### src/rtl/divisor_frequencia_multicanal_pkg.sv
// Shared constants for the multichannel clock-enable generator.
// Default divisors are derived from the 50 MHz system clock.
package divisor_frequencia_multicanal_pkg;

  localparam int unsigned CLK_HZ    = 50_000_000;
  localparam int unsigned DIV_1HZ   = CLK_HZ;
  localparam int unsigned DIV_128HZ = CLK_HZ / 128;
  localparam int unsigned DIV_MIN   = 2;

  // Channel-select width, never narrower than one bit.
  function automatic int sel_width(input int n);
    return (n > 1) ? $clog2(n) : 1;
  endfunction

endpackage

### src/rtl/divisor_canal.sv
// One divider channel: active divisor, shadow divisor, counter, tick and square wave.
// A shadow divisor is adopted only on a period boundary or a restart, so no runt periods.
module divisor_canal #(
  parameter int CNT_W = 26
) (
  input  logic             clk,
  input  logic             reset_n,
  input  logic             enable,
  input  logic             wr,
  input  logic [CNT_W-1:0] wr_val,
  input  logic             restart,
  input  logic [CNT_W-1:0] div_rst,
  output logic             tick,
  output logic             clk_out
);

  logic [CNT_W-1:0] div_reg;
  logic [CNT_W-1:0] shd_reg;
  logic [CNT_W-1:0] cnt_reg;
  logic             pend_reg;
  logic [CNT_W-1:0] cnt_next;
  logic [CNT_W-1:0] half;
  logic [CNT_W-1:0] div_sel;
  logic             wrap;

  always_comb begin
    half     = div_reg >> 1;
    wrap     = enable && (cnt_reg == div_reg - CNT_W'(1));
    cnt_next = wrap ? '0 : cnt_reg + CNT_W'(1);
    // A same-cycle write beats an older pending value.
    div_sel  = wr ? wr_val : (pend_reg ? shd_reg : div_reg);
  end

  always_ff @(posedge clk or negedge reset_n) begin
    if (!reset_n) begin
      div_reg  <= div_rst;
      shd_reg  <= div_rst;
      pend_reg <= 1'b0;
      cnt_reg  <= div_rst - CNT_W'(1);
      tick     <= 1'b0;
      clk_out  <= 1'b0;
    end else if (restart) begin
      div_reg  <= div_sel;
      if (wr) shd_reg <= wr_val;
      pend_reg <= 1'b0;
      cnt_reg  <= div_sel - CNT_W'(1);
      tick     <= 1'b0;
      clk_out  <= 1'b0;
    end else begin
      tick <= wrap;
      if (enable) begin
        cnt_reg <= cnt_next;
        clk_out <= (cnt_next < half);
      end
      if (wrap) begin
        div_reg  <= div_sel;
        pend_reg <= 1'b0;
      end else if (wr) begin
        pend_reg <= 1'b1;
      end
      if (wr) shd_reg <= wr_val;
    end
  end

endmodule

### src/rtl/divisor_frequencia_multicanal.sv
// Multichannel clock-enable generator: load validation, error pulse and NUM_CH divider channels.
// Consumers must use tick as a clock enable; clk_out is for observation/IO only.
module divisor_frequencia_multicanal
  import divisor_frequencia_multicanal_pkg::*;
#(
  parameter  int                        NUM_CH       = 2,
  parameter  int                        CNT_W        = 26,
  parameter  logic [NUM_CH*CNT_W-1:0]   DIV_DEFAULTS = {CNT_W'(DIV_1HZ), CNT_W'(DIV_128HZ)},
  localparam int                        SEL_W        = sel_width(NUM_CH)
) (
  input  logic              clk,
  input  logic              reset_n,
  input  logic              enable,
  input  logic              load,
  input  logic [SEL_W-1:0]  ch_sel,
  input  logic [CNT_W-1:0]  div_value,
  input  logic              sync_restart,
  output logic              load_err,
  output logic [NUM_CH-1:0] tick,
  output logic [NUM_CH-1:0] clk_out
);

  logic              sel_ok;
  logic              val_ok;
  logic              load_ok;
  logic [NUM_CH-1:0] wr;

  assign sel_ok  = 32'(ch_sel) < NUM_CH;
  assign val_ok  = div_value >= CNT_W'(DIV_MIN);
  assign load_ok = load && sel_ok && val_ok;

  always_ff @(posedge clk or negedge reset_n) begin
    if (!reset_n) begin
      load_err <= 1'b0;
    end else begin
      load_err <= load && !load_ok;
    end
  end

  generate
    for (genvar gi = 0; gi < NUM_CH; gi++) begin : g_canal
      assign wr[gi] = load_ok && (ch_sel == SEL_W'(gi));

      divisor_canal #(
        .CNT_W(CNT_W)
      ) u_canal (
        .clk     (clk),
        .reset_n (reset_n),
        .enable  (enable),
        .wr      (wr[gi]),
        .wr_val  (div_value),
        .restart (sync_restart),
        .div_rst (DIV_DEFAULTS[gi*CNT_W +: CNT_W]),
        .tick    (tick[gi]),
        .clk_out (clk_out[gi])
      );
    end
  endgenerate

endmodule

### config.mk
export PLATFORM = sky130hd
export DESIGN_NAME = divisor_frequencia_multicanal
export DESIGN_NICKNAME = d
export VERILOG_FILES = /design/src/rtl/divisor_frequencia_multicanal_pkg.sv /design/src/rtl/divisor_canal.sv /design/src/rtl/divisor_frequencia_multicanal.sv
export SDC_FILE = /design/constraint.sdc
export NUM_CORES = 1
export LEC_CHECK = 0
export CORE_UTILIZATION = 55
export DETAILED_ROUTE_END_ITERATION = 7
export GPL_TIMING_DRIVEN = 0
export MAX_ROUTING_LAYER = met4
export PLACE_DENSITY = 0.75
export SYNTH_ARGS = -nofsm -noshare
export SYNTH_HDL_FRONTEND = slang
export SYNTH_SLANG_ARGS = --single-unit
### constraint.sdc
create_clock -name clk -period 5 [get_ports clk]
set_input_delay 1 -clock clk [delete_from_list [all_inputs] [get_ports clk]]
set_output_delay 1 -clock clk [all_outputs]
set_load 0.005 [all_outputs]
After elaboration in Yosys (flattened, before gate mapping)
Cells that the tools add are included.
{"block": "classes", "add_sub_neg": 6, "mul": 0, "div_mod_pow": 0, "n_lt_le_gt_ge": 3, "eq_ne": 2, "n_shift": 0, "n_mux": 26, "n_bitwise": 1, "reduce_logical": 12}
{"op": "$mux 26", "count": 14}
{"op": "$sub 26x1->26 const B", "count": 4}
{"op": "$add 26x1->26 const B", "count": 2}
{"op": "$eq 26x26->1", "count": 2}
{"op": "$lt 26x25->1", "count": 2}
{"op": "$ge 26x2->1 const B", "count": 1}
{"op": "$mux 1", "count": 12}
{"op": "$logic_and 1x1->1", "count": 6}
{"op": "$reduce_bool 2->1", "count": 3}
{"op": "$reduce_bool 3->1", "count": 2}
{"op": "$logic_not 1->1", "count": 1}
{"op": "$not 1->1", "count": 1}
{"block": "word_totals", "register_bits": 163, "latchBits": 0, "ramBits": 0, "mem_bits_ro": 0, "inputBits": 32, "output_inout_bits": 5, "word_cells": 63, "n_memories": 0}

Depth between registers and ports, before layout
{"block": "depth", "word_depth": 7, "ltp_mapped": 24, "mapped_depth_nobuf": 20}

Least setup slack after synthesis
No wires, ideal clock.
{"block": "synth_timing", "kind": "input to register", "startpoint": "input port div_value[14]", "endpoint": "register g_canal[1].u_canal.cnt_reg[20]", "setup_ps": 80, "t_arrival_ps": 4918, "required_time_ps": 4920, "path_slack_ps": 2, "cell_stages": 19, "path_buffers": 5, "path_cell_list": "buf_6 > or4_4 > or2_1 > buf_6 > o311a_1 > clkbuf_1 > clkbuf_1 > clkbuf_1 > nand2_1 > o21a_1 > ha_1 > o21ai_0 > nor3_1 > mux2i_1 > or2_2 > nor3_1 > xnor2_1 > nand2_1 > a32o_1"}
{"block": "synth_via", "elab_chain_cells": 6}
{"element": "from (decl)", "line_no": "divisor_frequencia_multicanal.sv:16", "source": "input logic [CNT_W-1:0] div_value,"}
{"element": "$ge 26x2->1", "line_no": "divisor_frequencia_multicanal.sv:29", "source": "assign val_ok = div_value >= CNT_W'(DIV_MIN);"}
{"element": "$logic_and 1x1->1", "line_no": "divisor_frequencia_multicanal.sv:30", "source": "assign load_ok = load && sel_ok && val_ok;"}
{"element": "$logic_and 1x1->1", "line_no": "divisor_frequencia_multicanal.sv:42", "source": "assign wr[gi] = load_ok && (ch_sel == SEL_W'(gi));"}
{"element": "$mux 26 (*)", "line_no": "divisor_canal.sv:31", "source": "div_sel = wr ? wr_val : (pend_reg ? shd_reg : div_reg);"}
{"element": "$sub 26x1->26 (*)", "line_no": "divisor_canal.sv:46", "source": "cnt_reg <= div_sel - CNT_W'(1);"}
{"element": "$mux 26 (*)", "line_no": "divisor_canal.sv:42", "source": "end else if (restart) begin"}
{"element": "to (signal assigned)", "line_no": "divisor_canal.sv:39", "source": "cnt_reg <= div_rst - CNT_W'(1);"}
{"element": "to (signal assigned)", "line_no": "divisor_canal.sv:46"}
{"element": "to (signal assigned)", "line_no": "divisor_canal.sv:52", "source": "cnt_reg <= cnt_next;"}
{"element": "to (decl)", "line_no": "divisor_canal.sv:19", "source": "logic [CNT_W-1:0] cnt_reg;"}
Every way passes the cells marked *; elsewhere a longest branch is shown, timed or not.
A chain may end at the register's enable or synchronous reset.

Final worst setup path
{"block": "layout_timing", "startpoint": "input port div_value[15]", "endpoint": "register g_canal[0].u_canal.cnt_reg[18]"}
{"block": "layout_via", "elab_chain_cells": 6}
{"element": "$ge 26x2->1", "line_no": "divisor_frequencia_multicanal.sv:29"}
{"element": "$logic_and 1x1->1", "line_no": "divisor_frequencia_multicanal.sv:30"}
{"element": "$logic_and 1x1->1", "line_no": "divisor_frequencia_multicanal.sv:42"}
{"element": "$mux 26 (*)", "line_no": "divisor_canal.sv:31"}
{"element": "$sub 26x1->26 (*)", "line_no": "divisor_canal.sv:46"}
{"element": "$mux 26 (*)", "line_no": "divisor_canal.sv:42"}
{"element": "to (signal assigned)", "line_no": "divisor_canal.sv:39"}
{"element": "to (signal assigned)", "line_no": "divisor_canal.sv:46"}
{"element": "to (signal assigned)", "line_no": "divisor_canal.sv:52"}
{"element": "to (decl)", "line_no": "divisor_canal.sv:19"}
Marks and branches as above.

==> impl_metrics.csv <==
group,metric,value,unit
outcome,status,"completed",
layout,instances_no_fill,2261,
sta,finalHoldViolCount,0,
yosys,synth_flop_cell,"dfrtp_1",
critical_path,crit_chain,"clkdlybuf4s15_2 -> or4_4 -> or2_1 -> buf_6 -> o311a_1 -> buf_2 -> buf_2 -> clkbuf_4 -> nand2_1 -> o21a_2 -> ha_4 -> nand3_1 -> nor2_1 -> mux2i_4 -> or2_2 -> or3_1 -> a21boi_2 -> a221o_1",
yosys,ys_warn_count,0,
critical_path,critical_path_required,5.40,ns
sta,rsz0062_at_grt,"yes",
global_routing,grt_remaining_overflow,0,
sta,worst_pin_slew,1.02,ns
yosys,syn_area,14600,sq um
clock_network,cts_made_buffers,17,
yosys,synth_area_leaders,"dfrtp_1, dfstp_2, nand2_1",
critical_path,crit_slowest_cell,"or4_4",
yosys,synth_enable_flop_cells,0,
yosys,ys_ff_latch,163,
routing,dr.pass1.iters,8,
die,die-area,27200,sq um
global_routing,grt_antenna_before_repair,0,
critical_path,arrival,5.26,ns
pwr,power.density,376,nW/um^2
critical_path,worstSetupStartpointType,"input pin",
routing,ant_nets,0,
global_routing,grt_pass1_wl,80800,microns
routing,drc,0,
clock_network,clkTransAtPathRegs,0.08,ns
worst_hold_path,hp-class,"flip-flop to flip-flop",
place,place_congestion,1.02,
die,io_pins,37,
routing,wl,53600,microns
layout,diodes,0,
routing,vias_per_cell,6.63,
sta,setup_slack,0.141,ns
place,portBuffers,25,
sta,setup_tns,0,ns
global_routing,grt_pass1_vias,13600,
layout,final_cell_mix,"nand2_1, nor2_1, clkbuf_1",
critical_path,worstSetupStartpoint,"div_value[15]",
die,rows,59,
place,placedCellCount,2222,
layout,area_growth,12.6,%
sta,slew_headroom,32.0,%
critical_path,max_stage_delay,0.58,ns
critical_path,reg2reg_depth,23,
critical_path,end_kind,"flip-flop",
sta,setup_viol,0,
yosys,synthCells,1861,
yosys,netlist.area_leader.share,14.7,%
critical_path,r2r_slack,0.17,ns
layout,fin_nets,1999,
die,die_w,165,microns
clock_network,cts_sinks,163,
clock_network,htreeDepth,4,
sta,fin_skew,0.0168,ns
place,place_hpwl,40700,microns
critical_path,cp_top_family,"simple AND/OR/NAND/NOR gates",
sta,slew_violations,0,
critical_path,crit_fanout,10,
yosys,synth_area_per_cell,7.85,sq um
critical_path,critPathBufInv,5,
critical_path,path_depth,18,
yosys,synth_top_area_cell,"dfrtp_1",
clock_network,cts_tree,"done",
layout,fin_util,63.1,%
sta,timing.fmax,206,MHz
global_routing,track_usage,41.2,%
yosys,yosys.cell_types.count,88,
clock_network,worstSkewPairLatency,0.46,ns
yosys,seq_area_frac_synth,28.6,%
critical_path,r2r_start,"g_canal[0].u_canal.div_reg[1]",
die,coreArea,26100,sq um
sta,min_period,4.86,ns
critical_path,r2r-end,"g_canal[0].u_canal.clk_out",
pwr,peakVddDrop,225,uV
yosys,synth_fp_nets,1947,
place,post-place-ws,-1.68,ns
routing,wire_per_inst,23.7,microns
layout,drive_gt1_share,13.4,%
die,die_h,165,microns
global_routing,grt_max_degree,86,
pwr,leakage,6.60,nW
run,cap_violations,0,
routing,vias,15000,
critical_path,crit_top_cell,"buf_2",
yosys,synth-async-reset-ratio,100,%
critical_path,endpoint,"g_canal[0].u_canal.cnt_reg[18]",
sta,fin_crit_sh,97.2,%
routing,drt_iter0_markers,2045,
die,start_util,56.0,%
clock_network,root_buffer,"clkbuf_16",
critical_path,worstSetupPathType,"input pin to flip-flop",
layout,layout_commonest_cell,"nand2_1",
clock_network,clockBufferDepth,2,
-- worst min path at each step --
stage / start / endpoint / depth (start not counted)
2_1_floorplan: g_canal[0].u_canal.shd_reg[10] / g_canal[0].u_canal.shd_reg[10] / 2
3_3_place_gp: g_canal[1].u_canal.shd_reg[20] / g_canal[1].u_canal.shd_reg[20] / 2
3_5_place_dp: g_canal[1].u_canal.shd_reg[20] / g_canal[1].u_canal.shd_reg[20] / 2
4_1_cts: g_canal[1].u_canal.shd_reg[20] / g_canal[1].u_canal.shd_reg[20] / 2
5_1_grt: g_canal[1].u_canal.shd_reg[25] / g_canal[1].u_canal.shd_reg[25] / 2
6_report: g_canal[1].u_canal.shd_reg[20] / g_canal[1].u_canal.shd_reg[20] / 2
-- where the power goes --
| group | total [W] | internal (W) | switching (W) |
|---|---|---|---|
| combinational | 0.00283 | 0.00110 | 0.00174 |
| sequential | 0.00198 | 0.00164 | 0.000333 |
| clock | 0.00137 | 0.000674 | 0.000691 |
-- synth_stat cells, types with 7 or more instances --
master	n
nand2_1	271
nor2_1	157
clkbuf_1	115
xnor2_1	91
dfrtp_1	86
o21ai_0	85
a21oi_1	79
xor2_1	79
dfstp_2	77
mux2i_1	67
inv_1	64
nor3_1	61
nand3_1	59
ha_1	54
nand4_1	39
a22oi_1	25
nor3b_1	24
nor4_1	24
and3_1	22
or3_1	22
nor2b_1	21
buf_2	19
nand2b_1	17
o21a_1	17
o22a_1	17
o31ai_1	16
and2_1	15
buf_1	15
a21o_1	14
mux2_2	12
o2bb2ai_1	11
mux2_1	10
nand4b_1	9
a31oi_1	8
a32oi_1	8
a211oi_1	7
nand3b_1	7
o211ai_1	7
or2_2	7
-- stage by stage --
| stage | hold slack [ns] | power (W) | cell area (sq um) |
|---|---|---|---|
| after floorplan | 0.439 | 0.00374 | 14600 |
| after global placement | 0.448 | 0.00449 | 15300 |
| after detailed placement | 0.449 | 0.00456 | 15300 |
| after CTS | 0.460 | 0.00596 | 16100 |
| after global routing | 0.475 | 0.00647 | 16400 |
| final | 0.459 | 0.00618 | 16400 |
-- layer usage --
layer / routed length [microns] / track usage [%] / up-vias
met1: 23000 / 57.8 / 7219
met3: 6830 / 11.2 / 128
met2: 22100 / 57.0 / 953
met5: 0 / - / -
li1: - / - / 6685
met4: 1700 / 12.8 / 0
-- kinds of logic (layout without fill, tap and decap cells) --
logic type	Yosys count	after routing	synth area share [%]
adders and majority gates	54	54	4.63
xor gates and xnor gates	170	170	10.2
AOI/OAI and AO/OA	370	370	17.2
DFF	163	163	28.6
and+or+nand+nor	795	795	27.0
buffers and inverters	220	285	6.05
muxes	89	89	6.29
-- worst register-to-register path, stage by stage (launching register included) --
cell and delay, ns:
dfrtp_1 0.45, inv_1 0.14, ha_2 0.23, nor4b_4 0.34, nand4_1 0.25, buf_4 0.22
buf_4 0.13, xnor2_1 0.13, a211oi_1 0.09, o21ai_0 0.32, and4_1 0.26, clkbuf_4 0.24
clkbuf_4 0.25, nor2_1 0.08, ha_1 0.29, a21o_1 0.18, a21o_1 0.17, a21o_1 0.18
a21o_1 0.17, a21oi_1 0.14, nor2b_1 0.05, o21ai_0 0.13, a21boi_0 0.11, o31ai_1 0.20
-- cell type report --
type                    count  area, sq um
plain buffers             145          652
clock buffers              18          429
clock inverters            14          155
fillers                  2369         9620
inverters                  64          240
multi-input cells        1478         9930
flip-flops and latches    163         4180
well taps                 335          419
repair buffers             44          430
-- timing repair --
item / CTS / global route
pin swaps: 6 / 13
gates resized for setup: 58 / 62
cloned: 0 / 0
hold buffers: 0 / 0
setup buffers: 4 / 14
endpoints found under the setup margin: 21 / 9
(Power assumes the default switching activity.)
